File: config.mk
export PLATFORM = sky130hd
export DESIGN_NAME = attn_row_sequencer
export DESIGN_NICKNAME = d
export VERILOG_FILES = /design/src/rtl/attn_row_sequencer.sv
export SDC_FILE = /design/constraint.sdc
export NUM_CORES = 1
export LEC_CHECK = 0
export ABC_AREA = 1
export BUFFER_PORTS_ARGS = -buffer_cell sky130_fd_sc_hd__buf_4
export CAP_MARGIN = 30
export CORE_MARGIN = 2
export CORE_UTILIZATION = 50
export CTS_CLUSTER_SIZE = 20
export DETAILED_ROUTE_END_ITERATION = 8
export PLACE_DENSITY = 0.8
export REMOVE_ABC_BUFFERS = 1
export SLEW_MARGIN = 10
export SYNTH_ARGS = -nofsm -noshare
export SYNTH_HDL_FRONTEND = slang
export SYNTH_SLANG_ARGS = --single-unit
File: constraint.sdc
create_clock -name clk -period 1.7 [get_ports clk]
set_input_delay 0.255 -clock clk [delete_from_list [all_inputs] [get_ports clk]]
set_output_delay 0.255 -clock clk [all_outputs]
set_load 0.01 [all_outputs]
File: src/rtl/attn_row_sequencer.sv
// Control FSM for the attention score datapath: sequences operand loads, MAC,
// e^x capture, row-sum pass and credit-gated per-column output of one row.
module attn_row_sequencer #(
    parameter  int N_FEAT  = 4,
    parameter  int N_COL   = 4,
    parameter  int CREDITS = 2,
    localparam int CW      = $clog2(N_COL),
    localparam int FW      = $clog2(N_FEAT),
    localparam int KW      = $clog2(CREDITS + 1)
) (
    input  logic          clk,
    input  logic          rst_n,
    input  logic          en,
    input  logic          s_vld,
    output logic          s_rdy,
    output logic          a_ld,
    output logic          b_ld,
    output logic          mac_en,
    output logic          mac_clr,
    output logic          ex_cap,
    output logic [CW-1:0] ex_idx,
    output logic          sum_en,
    output logic          sum_clr,
    output logic [CW-1:0] sum_idx,
    output logic          m_vld,
    output logic [CW-1:0] m_idx,
    output logic          m_last,
    input  logic          credit_ret,
    output logic          row_done,
    output logic          busy,
    output logic          err
);

    typedef enum logic [2:0] {
        S_IDLE,
        S_LD_A,
        S_LD_B,
        S_MAC,
        S_EXCAP,
        S_SUM,
        S_EMIT
    } state_t;

    state_t        r_state;
    state_t        w_state_nxt;
    logic [FW-1:0] r_feat_cnt;
    logic [FW-1:0] w_feat_nxt;
    logic [CW-1:0] r_col_cnt;
    logic [CW-1:0] w_col_nxt;
    logic [CW-1:0] r_sum_cnt;
    logic [CW-1:0] w_sum_nxt;
    logic [CW-1:0] r_emit_cnt;
    logic [CW-1:0] w_emit_nxt;
    logic [KW-1:0] r_credits;
    logic [KW-1:0] w_cred_nxt;
    logic          r_err;
    logic          r_row_done;
    logic          w_row_end;
    logic          w_ovf;

    always_ff @(posedge clk) begin
        if (!rst_n) begin
            r_state    <= S_IDLE;
            r_feat_cnt <= '0;
            r_col_cnt  <= '0;
            r_sum_cnt  <= '0;
            r_emit_cnt <= '0;
            r_credits  <= KW'(CREDITS);
            r_err      <= 1'b0;
            r_row_done <= 1'b0;
        end else begin
            r_state    <= w_state_nxt;
            r_feat_cnt <= w_feat_nxt;
            r_col_cnt  <= w_col_nxt;
            r_sum_cnt  <= w_sum_nxt;
            r_emit_cnt <= w_emit_nxt;
            r_credits  <= w_cred_nxt;
            r_err      <= r_err | w_ovf;
            r_row_done <= w_row_end;
        end
    end

    always_comb begin
        w_state_nxt = r_state;
        w_feat_nxt  = r_feat_cnt;
        w_col_nxt   = r_col_cnt;
        w_sum_nxt   = r_sum_cnt;
        w_emit_nxt  = r_emit_cnt;
        w_row_end   = 1'b0;
        s_rdy       = 1'b0;
        a_ld        = 1'b0;
        b_ld        = 1'b0;
        mac_en      = 1'b0;
        mac_clr     = 1'b0;
        ex_cap      = 1'b0;
        sum_en      = 1'b0;
        sum_clr     = 1'b0;
        m_vld       = 1'b0;
        m_last      = 1'b0;
        case (r_state)
            S_IDLE: begin
                if (en) w_state_nxt = S_LD_A;
            end
            S_LD_A: begin
                s_rdy = 1'b1;
                if (s_vld) begin
                    a_ld        = 1'b1;
                    w_state_nxt = S_LD_B;
                end
            end
            S_LD_B: begin
                s_rdy = 1'b1;
                if (s_vld) begin
                    b_ld        = 1'b1;
                    w_state_nxt = S_MAC;
                end
            end
            S_MAC: begin
                mac_en  = 1'b1;
                mac_clr = (r_feat_cnt == '0);
                if (r_feat_cnt == FW'(N_FEAT - 1)) begin
                    w_feat_nxt  = '0;
                    w_state_nxt = S_EXCAP;
                end else begin
                    w_feat_nxt  = r_feat_cnt + 1'b1;
                    w_state_nxt = S_LD_A;
                end
            end
            S_EXCAP: begin
                ex_cap = 1'b1;
                if (r_col_cnt == CW'(N_COL - 1)) begin
                    w_col_nxt   = '0;
                    w_state_nxt = S_SUM;
                end else begin
                    w_col_nxt   = r_col_cnt + 1'b1;
                    w_state_nxt = S_LD_A;
                end
            end
            S_SUM: begin
                sum_en  = 1'b1;
                sum_clr = (r_sum_cnt == '0);
                if (r_sum_cnt == CW'(N_COL - 1)) begin
                    w_sum_nxt   = '0;
                    w_state_nxt = S_EMIT;
                end else begin
                    w_sum_nxt   = r_sum_cnt + 1'b1;
                end
            end
            S_EMIT: begin
                // With no credits everything holds; the beat counter only moves on a beat.
                if (r_credits != '0) begin
                    m_vld  = 1'b1;
                    m_last = (r_emit_cnt == CW'(N_COL - 1));
                    if (m_last) begin
                        w_emit_nxt  = '0;
                        w_row_end   = 1'b1;
                        w_state_nxt = en ? S_LD_A : S_IDLE;
                    end else begin
                        w_emit_nxt  = r_emit_cnt + 1'b1;
                    end
                end
            end
            default: w_state_nxt = S_IDLE;
        endcase
    end

    // A return with the pool full and nothing consumed is an overflow: count held, err latched.
    always_comb begin
        w_cred_nxt = r_credits;
        w_ovf      = 1'b0;
        if (m_vld && !credit_ret) begin
            w_cred_nxt = r_credits - 1'b1;
        end else if (!m_vld && credit_ret) begin
            if (r_credits == KW'(CREDITS)) w_ovf = 1'b1;
            else                           w_cred_nxt = r_credits + 1'b1;
        end
    end

    assign ex_idx   = r_col_cnt;
    assign sum_idx  = r_sum_cnt;
    assign m_idx    = r_emit_cnt;
    assign row_done = r_row_done;
    assign busy     = (r_state != S_IDLE);
    assign err      = r_err;

endmodule

==> summary.md <==
| Metric | Value |
|---|---|
| Vias in the first global route | `747` |
| Clock Power Share | `0.138` |
| Max IR drop VDD | `0.714 mV` |
| Hold Path Class | `input pin to flip-flop` |
| Initial antenna violation count | `0` |
| Worst hold start | `rst_n` |
| Synth area leaders | `dfxtp_1 35%, ha_1 12%, nor2_1 11%` |
| R2R Path End | `r_credits[1]` |
| Area used by multi-input combinational logic | `~480 um^2` |
| PD cells | `between 1000 and 1500 nW/um^2` |
| Root Driver | `clkbuf_4` |
| Finished Core Util | `0.658` |
| Synth Cell Area | `867 um^2` |
| Biggest area consumer among synthesized cells | `dfxtp_1` |
| I/O pin count | `24` |
| Initial Utilization | `0.519` |
| Worst Tran Pin Value | `0.248 ns` |
| First-pass GRT wire length | `approximately 3000 um` |
| Row count | `15` |
| Worst-Skew Late Latency | `0.28 ns` |
| Clock Skew | `0.00187 ns` |
| IO buf count | `23` |
| Total congestion overflow | `0` |
| DRC | `0` |
| RSZ-0062 raised after global routing | `no` |
| Int Pwr | `about 0.00084 W` |
| Core Box Area | `1670 um^2` |
| Pwr Total | `~0.0014 W` |
| Max-Cap Viols | `0` |
| Max Slew Vio Count | `0` |
| Leak | `0.614 nW` |
| Final WL | `around 1900 um` |
| Die Span X | `45.6 um` |
| Via count | `890` |
| Placed insts | `171` |
| Register Area | `302 um^2` |
| Combinational group share of total power | `0.522` |
| Num CTS Buffers | `3` |
| FF-to-FF path depth | `8` |
| Post-route clock period utilization | `0.940` |
| Seq pwr share | `0.340` |
| Fmax | `626 MHz` |
| Crit-path max FO | `6` |
| Die area | `around 2100 um^2` |
| Seq/Total Area, Yosys | `0.346` |
| Worst setup path class | `flip-flop to primary output` |
| Drt via density | `5.09` |
| Final ANT Viol Nets | `0` |
| TritonRoute pass-1 iters | `4` |
| FILL cells | `161` |
| Syn_area_per_cell | `6.67 um^2` |
| Sw Share | `0.419` |
| GPL Wtd Cong | `0.824` |
| Slew HR | `0.834` |
| Final setup vio count | `0` |
| Fin. Hold Viols | `0` |
| Crit Reg-Reg Startpoint | `r_state[2]` |
| Clock Path Buffers | `2` |
| Synth top area share | `0.346` |
| Initial DRC count | `28` |
| Largest net degree at the start of global routing | `13` |
| Status | `complete, no violations` |
| Die Ht | `45.6 um` |
| Tmin final | `approximately 1.6 ns` |
| Final sum of negative setup slack | `0 ns` |
| Flop-to-flop setup slack | `~0.17 ns` |
| Critical Path RT | `roughly 1.4 ns` |
| Post-synthesis sequential element count | `15` |
| GRT Overall Usage | `0.196` |
| Post-synth EDFFs | `0` |
| TritonCTS clock tree | `built` |
| Synth unique cells | `17` |
| Number of setup buffers added after CTS | `0` |
| CP endpoint kind | `primary output` |
| Most common cell in the netlist | `nor2_1` |
| Area grow syn2layout | `26.7%` |
| Final Non-Filler Cells | `175` |
| Dpl hpwl | `1460 um` |
| Critical path arrival | `~1.3 ns` |
| Max H-tree Level | `1` |
| Clock Sinks | `15` |
| Nets | `172` |
| Hold_ws | `about 0.27 ns` |
| Synthesis Warnings | `0` |
| Crit path launch type | `flip-flop` |
| DR WL/cell | `10.7 um` |
| Cts hold-fix bufs | `0` |
| Syn Inst Count | `130` |
| Resize count post-CTS | `0` |
| Worst-path clk slew | `0.08 ns` |
| Critical Path Source | `r_state[2]` |
| Switching pwr | `about 0.00061 W` |
| N_diodes | `0` |
| Async set-reset flop share out of synthesis | `0` |
| Most used DFF post-synth | `dfxtp_1` |
| Synth cell count leaders | `26 x nor2_1, 21 x nand2_1, 20 x inv_1, 15 x dfxtp_1, 11 x o21ai_0` |
| Layout cells sized above 1 | `0.209` |
| Worst Setup EP | `b_ld` |
## placed cells by master, fill, tap and decap left out
cell type / instances
nor3_1: 2
inv_1: 20
clkbuf_1: 1
inv_2: 2
o211a_1: 2
nand4_1: 1
o21ai_1: 1
o21ai_0: 11
nand2_2: 2
dfxtp_2: 1
a21oi_1: 7
nand3_1: 9
nor2_1: 26
clkbuf_4: 3
or2_1: 1
nand2_1: 21
nand3b_1: 1
ha_1: 8
dfxtp_1: 14
buf_4: 25
## flip-flops by register name, summed over array words and instances (netlist names)
register / cells
err: 1
ex_idx: 2
m_idx: 2
r_credits: 2
r_feat_cnt: 2
r_state: 3
row_done: 1
sum_idx: 2
## worst max-delay path: stages, from the launching register on
cell     delay [ns]
dfxtp_1        0.33
buf_4          0.15
nor2_1         0.23
nand2_1        0.12
nor2_1         0.11
buf_4          0.13
## per-stage QoR
stage | area, um^2 | setup WS, ns
2_1_floorplan | 862 | 0.240
3_3_place_gp | 1070 | 0.270
3_5_place_dp | 1070 | 0.212
4_1_cts | 1100 | 0.0950
5_1_grt | 1100 | 0.00662
6_report | 1100 | 0.102
## layout make-up
class,instances,area share
Clock buffer,4,0.0239
Inverter,22,0.0752
Multi-Input combinational cell,92,0.436
Sequential cell,15,0.274
Tap cell,17,0.0194
Timing Repair Buffer,25,0.171
## power by group through the flow
stage	clock (W)	sequential (W)	combinational (W)
after CTS	0.000209	0.000491	0.000760
after detailed placement	0	0.000497	0.000756
after global routing	0.000221	0.000500	0.000858
final	0.000200	0.000491	0.000753
after global placement	0	0.000492	0.000731
after floorplan	0	0.000519	0.000439
## worst min-delay path by stage
stage	cells past startpoint	slack [ns]	endpoint
finish	3	0.27	r_state[2]
global route	3	0.28	r_state[2]
CTS	3	0.27	r_state[2]
detailed placement	2	0.44	err
global placement	2	0.44	err
floorplan	2	0.38	r_state[2]
## metal layers
metal	track usage	vias up	wire, um
li1	-	467	-
met1	0.243	391	849
met4	0.0529	0	12
met3	0.0595	2	112
met5	0	-	0
met2	0.327	30	902
## cell families after synthesis
group | synth area share
AOI/OAI and AO/OA | 0.133
adders and majority gates | 0.115
buffers and inverters | 0.101
DFF | 0.346
and+or+nand+nor | 0.304
Power figures use the tool's default switching activity.
